===== src/rtl/mem_ops_pkg.sv =====
// Shared op encodings, FSM state type and alignment helpers for the MEM-stage access unit.
package mem_ops_pkg;

  localparam logic [2:0] OP_LW  = 3'd0;
  localparam logic [2:0] OP_LH  = 3'd1;
  localparam logic [2:0] OP_LHU = 3'd2;
  localparam logic [2:0] OP_LB  = 3'd3;
  localparam logic [2:0] OP_LBU = 3'd4;
  localparam logic [2:0] OP_SW  = 3'd5;
  localparam logic [2:0] OP_SH  = 3'd6;
  localparam logic [2:0] OP_SB  = 3'd7;

  typedef enum logic {
    ST_IDLE  = 1'b0,
    ST_MERGE = 1'b1
  } state_t;

  function automatic logic is_store(input logic [2:0] op);
    return (op == OP_SW) || (op == OP_SH) || (op == OP_SB);
  endfunction

  function automatic logic is_sub_word(input logic [2:0] op);
    return (op != OP_LW) && (op != OP_SW);
  endfunction

  function automatic logic misaligned(input logic [2:0] op, input logic [1:0] a);
    logic mis;
    case (op)
      OP_LW, OP_SW:         mis = (a != 2'b00);
      OP_LH, OP_LHU, OP_SH: mis = a[0];
      default:              mis = 1'b0;
    endcase
    return mis;
  endfunction

  // Byte offset of the addressed lane; bits below the access size are dropped.
  function automatic logic [1:0] lane_offset(input logic [2:0] op, input logic [1:0] a);
    logic [1:0] off;
    case (op)
      OP_LW, OP_SW:         off = 2'b00;
      OP_LH, OP_LHU, OP_SH: off = {a[1], 1'b0};
      default:              off = a;
    endcase
    return off;
  endfunction

endpackage


===== src/rtl/load_extend.sv =====
// Selects the addressed lane of a read word and sign/zero extends it to 32 bits.
module load_extend
  import mem_ops_pkg::*;
(
  input  logic [31:0] word_i,
  input  logic [2:0]  op_i,
  input  logic [1:0]  addr_i,
  output logic [31:0] data_o
);

  logic [1:0]         off;
  logic [7:0]         byte_u;
  logic [15:0]        half_u;
  logic signed [31:0] byte_sx;
  logic signed [31:0] half_sx;

  assign off     = lane_offset(op_i, addr_i);
  assign byte_u  = word_i[{off, 3'b000} +: 8];
  assign half_u  = word_i[{off[1], 4'b0000} +: 16];
  assign byte_sx = 32'($signed(byte_u));
  assign half_sx = 32'($signed(half_u));

  always_comb begin
    data_o = word_i;
    case (op_i)
      OP_LH:   data_o = half_sx;
      OP_LHU:  data_o = {16'h0000, half_u};
      OP_LB:   data_o = byte_sx;
      OP_LBU:  data_o = {24'h000000, byte_u};
      default: data_o = word_i;
    endcase
  end

endmodule


===== src/rtl/mem_access_unit.sv =====
// MEM-stage initiator for a word-only data memory: typed loads with extension,
// sub-word stores via a two-cycle read-modify-write, alignment checking.
module mem_access_unit
  import mem_ops_pkg::*;
#(
  parameter bit ERR_ON_MISALIGN = 1'b1
) (
  input  logic        clk,
  input  logic        reset,
  input  logic        req_valid,
  output logic        req_ready,
  input  logic [2:0]  req_op,
  input  logic [31:0] req_addr,
  input  logic [31:0] req_wdata,
  input  logic [31:0] req_pc,
  output logic        rsp_valid,
  output logic [31:0] rsp_rdata,
  output logic        addr_err,
  output logic        dm_we,
  output logic [31:0] dm_addr,
  output logic [31:0] dm_wdata,
  output logic [31:0] dm_pc,
  input  logic [31:0] dm_rdata
);

  state_t      state_q;
  logic        rsp_valid_q;
  logic        addr_err_q;
  logic [31:0] rsp_rdata_q;
  logic [31:0] dm_addr_q;
  logic [31:0] dm_wdata_q;
  logic [31:0] dm_pc_q;

  logic [31:0] m_addr_q;
  logic [31:0] m_old_q;
  logic [31:0] m_wdata_q;
  logic [31:0] m_pc_q;
  logic [2:0]  m_op_q;
  logic [1:0]  m_off_q;

  logic        accept;
  logic        req_mis;
  logic        sw_write;
  logic        merge_write;
  logic [31:0] req_word_addr;
  logic [31:0] ld_data;
  logic [31:0] merge_mask;
  logic [31:0] merge_lanes;
  logic [31:0] merge_word;

  assign accept        = req_valid && (state_q == ST_IDLE);
  assign req_mis       = ERR_ON_MISALIGN && misaligned(req_op, req_addr[1:0]);
  assign req_word_addr = {req_addr[31:2], 2'b00};
  // Both write sources are gated by reset so a pending merge is dropped outright.
  assign sw_write      = accept && !reset && !req_mis && (req_op == OP_SW);
  assign merge_write   = (state_q == ST_MERGE) && !reset;

  load_extend u_load_extend (
    .word_i (dm_rdata),
    .op_i   (req_op),
    .addr_i (req_addr[1:0]),
    .data_o (ld_data)
  );

  always_comb begin
    if (m_op_q == OP_SB) begin
      merge_mask  = 32'h0000_00FF << {m_off_q, 3'b000};
      merge_lanes = {4{m_wdata_q[7:0]}};
    end else begin
      merge_mask  = 32'h0000_FFFF << {m_off_q[1], 4'b0000};
      merge_lanes = {2{m_wdata_q[15:0]}};
    end
    merge_word = (m_old_q & ~merge_mask) | (merge_lanes & merge_mask);
  end

  // Memory-side outputs hold their last driven value between accesses.
  always_comb begin
    dm_addr  = dm_addr_q;
    dm_wdata = dm_wdata_q;
    dm_pc    = dm_pc_q;
    if (state_q == ST_MERGE) begin
      dm_addr  = m_addr_q;
      dm_wdata = merge_word;
      dm_pc    = m_pc_q;
    end else if (accept) begin
      dm_addr = req_word_addr;
      if (sw_write) begin
        dm_wdata = req_wdata;
        dm_pc    = req_pc;
      end
    end
  end

  assign dm_we     = sw_write || merge_write;
  assign req_ready = (state_q == ST_IDLE);
  assign rsp_valid = rsp_valid_q;
  assign rsp_rdata = rsp_rdata_q;
  assign addr_err  = addr_err_q;

  always_ff @(posedge clk) begin
    if (reset) begin
      state_q     <= ST_IDLE;
      rsp_valid_q <= 1'b0;
      addr_err_q  <= 1'b0;
      rsp_rdata_q <= 32'h0;
      dm_addr_q   <= 32'h0;
      dm_wdata_q  <= 32'h0;
      dm_pc_q     <= 32'h0;
    end else begin
      dm_addr_q   <= dm_addr;
      dm_wdata_q  <= dm_wdata;
      dm_pc_q     <= dm_pc;
      rsp_valid_q <= 1'b0;
      addr_err_q  <= 1'b0;
      rsp_rdata_q <= 32'h0;
      case (state_q)
        ST_IDLE: begin
          if (accept) begin
            if (req_mis) begin
              rsp_valid_q <= 1'b1;
              addr_err_q  <= 1'b1;
            end else if (is_store(req_op) && is_sub_word(req_op)) begin
              state_q <= ST_MERGE;
            end else begin
              rsp_valid_q <= 1'b1;
              if (!is_store(req_op)) rsp_rdata_q <= ld_data;
            end
          end
        end
        ST_MERGE: begin
          state_q     <= ST_IDLE;
          rsp_valid_q <= 1'b1;
        end
        default: state_q <= ST_IDLE;
      endcase
    end
  end

  // Sub-word store context captured at acceptance, consumed in the MERGE cycle.
  always_ff @(posedge clk) begin
    if (accept && !req_mis && is_store(req_op) && is_sub_word(req_op)) begin
      m_addr_q  <= req_word_addr;
      m_old_q   <= dm_rdata;
      m_wdata_q <= req_wdata;
      m_pc_q    <= req_pc;
      m_op_q    <= req_op;
      m_off_q   <= lane_offset(req_op, req_addr[1:0]);
    end
  end

endmodule


===== config.mk =====
export PLATFORM = sky130hd
export DESIGN_NAME = mem_access_unit
export DESIGN_NICKNAME = d
export VERILOG_FILES = /design/src/rtl/mem_ops_pkg.sv /design/src/rtl/load_extend.sv /design/src/rtl/mem_access_unit.sv
export SDC_FILE = /design/constraint.sdc
export NUM_CORES = 1
export LEC_CHECK = 0
export ABC_AREA = 1
export CORE_ASPECT_RATIO = 1.75
export CORE_MARGIN = 5
export CORE_UTILIZATION = 45
export CTS_CLUSTER_DIAMETER = 200
export DETAILED_ROUTE_END_ITERATION = 8
export GPL_TIMING_DRIVEN = 1
export PLACE_DENSITY = 0.74
export SETUP_SLACK_MARGIN = 0.5
export SKIP_CTS_REPAIR_TIMING = 1
export SYNTH_ARGS = -nofsm -noshare
export SYNTH_HDL_FRONTEND = slang
export SYNTH_HIERARCHICAL = 1
export SYNTH_SLANG_ARGS = --single-unit

===== constraint.sdc =====
create_clock -name clk -period 7 [get_ports clk]
set_input_delay 1.4 -clock clk [delete_from_list [all_inputs] [get_ports clk]]
set_output_delay 1.4 -clock clk [all_outputs]
set_load 0.02 [all_outputs]

==> impl_metrics.csv <==
group,metric,value,unit
pwr,powerDensity,231.4,nW/um2
cells_and_area,drive_above_1_share,0.05559,
place,gp_congestion,0.9076,
clock_network,insertion_delay,0.50,ns
logic_synthesis,synthTopCellsByArea,"edfxtp_1, dfxtp_1, nand2_1, nand3_1, inv_1",
place,place_inst,1789,
clock_network,ctsHtreeMaxLevel,1,
logic_synthesis,netlist.area_leader.share,0.3224,
global_route,track_usage,0.2286,
sta,finalHoldViolations,0,
clock_network,clockBufferDepth,3,
status,status,"completed",
floorplanning,core_region_area,23430,um2
cells_and_area,area.growth.synth_to_final,32.91,%
hold_path,hp-class,"reg -> reg",
clock_network,root_buffer,"clkbuf_16",
logic_synthesis,synth_warnings,6,
sta,max_slew_margin,0.2906,
global_route,grt_pass1_wl,49730,um
sta,tightestPinTransition,1.057,ns
global_route,grt_max_degree,84,
sta,fin_crit_sh,0.8415,
floorplanning,initial_core_util,0.4573,
sta,final_max_slew_viol_count,0,
clock_network,clkSinkCount,246,
critical_path,crit_arrival,4.49,ns
route,viasPerCell,5.188,
logic_synthesis,syn_area,10710,um2
global_route,antenna_found_initial,4,
cells_and_area,finalNonFillerCells,1837,
clock_network,cts_tree,"yes",
critical_path,cp_max_fo,35,
floorplanning,rows,74,
floorplanning,die_area,27110,um2
cells_and_area,fillers,2096,
logic_synthesis,yosysMostFrequentCell,"nand2_1",
place,portBuffers,265,
sta,fmax,0.1698,GHz
route,avgRoutedWirePerCell,17.74,um
pwr,cellLeakagePower,6.159,nW
route,first_pass_iters,5,
logic_synthesis,synth_top_cell_by_area,"edfxtp_1",
place,place_hpwl,22930,um
sta,skew,0.01214,ns
critical_path,start_kind,"input port",
route,num_vias,9531,
cells_and_area,fin_nets,1645,
logic_synthesis,synth_seq_cells,246,
sta,rsz0062_at_grt,"false",
floorplanning,io_pins,266,
global_route,grt_overflow,0,
critical_path,critical_path_class,"in -> out",
logic_synthesis,avgSynthCellArea,8.363,um2
clock_network,cts_buffers,24,
floorplanning,die_w,126.6,um
sta,finalSetupViolations,0,
logic_synthesis,synth_top_cells_by_count,"nand2_1, nand3_1, inv_1",
logic_synthesis,ys_types,29,
route,drc,0,
logic_synthesis,async_flop_share,0,
logic_synthesis,syn-num-nets,1415,
logic_synthesis,synth_cells,1281,
logic_synthesis,synth_edf_count,115,
route,ant_nets,0,
logic_synthesis,seq_area_frac_synth,0.5672,
critical_path,crit_path_end_kind,"output port",
job,maxCapViolations,0,
critical_path,crit_required,5.60,ns
global_route,grt_pass1_vias,9294,
floorplanning,die_y,214.1,um
logic_synthesis,synth_ff_type,"dfxtp_1",
route,drtIter0Drc,690,
clock_network,clk_pin_slew,0.06,ns
sta,finalCriticalPeriod,5.890,ns
pwr,ir_worst_vdd,0.0001956,V
pwr,power,0.003294,W
route,wirelength,32580,um
sta,tns,0,ns
[placed cells by master (no fill, tap or decap)]
| cell | Yosys | final |
|---|---|---|
| nor3_1 | 2 | 2 |
| a31oi_1 | 30 | 30 |
| dfxtp_1 | 131 | 130 |
| clkinv_1 | 0 | 4 |
| clkinv_2 | 0 | 2 |
| nand2_1 | 381 | 381 |
| o21ai_0 | 26 | 26 |
| dfxtp_2 | 0 | 1 |
| o21ai_2 | 1 | 1 |
| diode_2 | 0 | 4 |
| edfxtp_1 | 115 | 115 |
| a21oi_1 | 48 | 48 |
| clkbuf_1 | 28 | 7 |
| nor2_2 | 12 | 13 |
| or2_4 | 1 | 1 |
| nand3_2 | 2 | 2 |
| o211ai_1 | 17 | 17 |
| o21ai_1 | 4 | 4 |
| nand3_1 | 199 | 199 |
| nand4_1 | 4 | 4 |
| bufinv_16 | 0 | 1 |
| inv_1 | 152 | 151 |
| nor2_1 | 62 | 60 |
| a211oi_1 | 1 | 1 |
| nor2_4 | 6 | 7 |
| buf_4 | 8 | 12 |
| clkbuf_8 | 0 | 4 |
| nand3b_1 | 1 | 1 |
| nand3_4 | 2 | 2 |
| clkdlybuf4s50_1 | 0 | 264 |
| nand2_2 | 5 | 5 |
| clkinv_4 | 0 | 1 |
| clkbuf_16 | 0 | 25 |
| inv_2 | 7 | 8 |
[area by class of cell]
type	instances	area [um2]	area share
clock buffer	36	706.9	0.04965
inverter	159	596.8	0.04192
multi-input combinational	804	3671	0.2578
clock inverter	8	63.81	0.004482
antenna	4	10.01	0.0007030
sequential	246	6077	0.4268
tap	304	380.4	0.02671
timing repair buffer	276	2733	0.1919
[critical path, cell delays in order]
cell             delay, ns
clkdlybuf4s50_1       0.71
o21ai_1               0.18
nand3_1               0.15
nand2_2               0.09
nor2_4                0.70
buf_4                 0.38
nand3_1               0.12
nand3_1               0.14
nand2_1               0.07
clkdlybuf4s50_1       0.53
[path summary, 6_finish.rpt]
check                    start            to  slack [ns]  depth (start not counted)
setup / recovery     req_op[0]     dm_pc[15]        1.11                         10
hold reg to reg   dm_addr_q[1]  dm_addr_q[1]        0.45                          2
setup reg to reg       state_q   dm_pc_q[15]        4.20                         10
hold / removal    dm_addr_q[1]  dm_addr_q[1]        0.45                          2
[per-stage QoR]
stage                     utilization  worst slack (ns)  hold slack, ns  instance area, um2
after floorplan                     -             1.648          0.4212               10720
after global placement         0.5745             1.186          0.4315               13460
after detailed placement       0.5745             1.090          0.4393               13460
after CTS                      0.6074             1.101          0.4498               14230
after global routing           0.6078            0.9028          0.4638               14240
final                          0.6078             1.110          0.4472               14240
[flip-flops by register name (all words and copies together) (netlist names)]
signal	count
dm_addr_q	32
dm_pc_q	32
dm_wdata_q	32
m_old_q	32
m_pc_q	32
rsp_rdata	32
m_addr_q	30
m_wdata_q	16
m_op_q	3
m_off_q	2
addr_err	1
rsp_valid	1
state_q	1
[routing by layer]
layer  up-vias  share of wire  global-route usage
met3        85          0.073             0.04561
met2       374           0.52              0.4137
li1       4644              -                   -
met5         -              0                   0
met4         0          0.054              0.1210
met1      4428           0.35              0.2467
[power breakdown]
part	internal [W]	switching (W)
clock network	0.000734	0.000521
logic	0.000201	0.000273
registers	0.00155	0.0000120
[cell families (layout without fill, tap and decap cells)]
group           count (synthesis)  count (layout)  synth area share
other cells                     0               4                 0
flops                         246             246            0.5672
simple gates                  677             677            0.2744
buf+inv                       231             479           0.09110
compound gates                127             127           0.06739
Power figures use the tool's default switching activity.
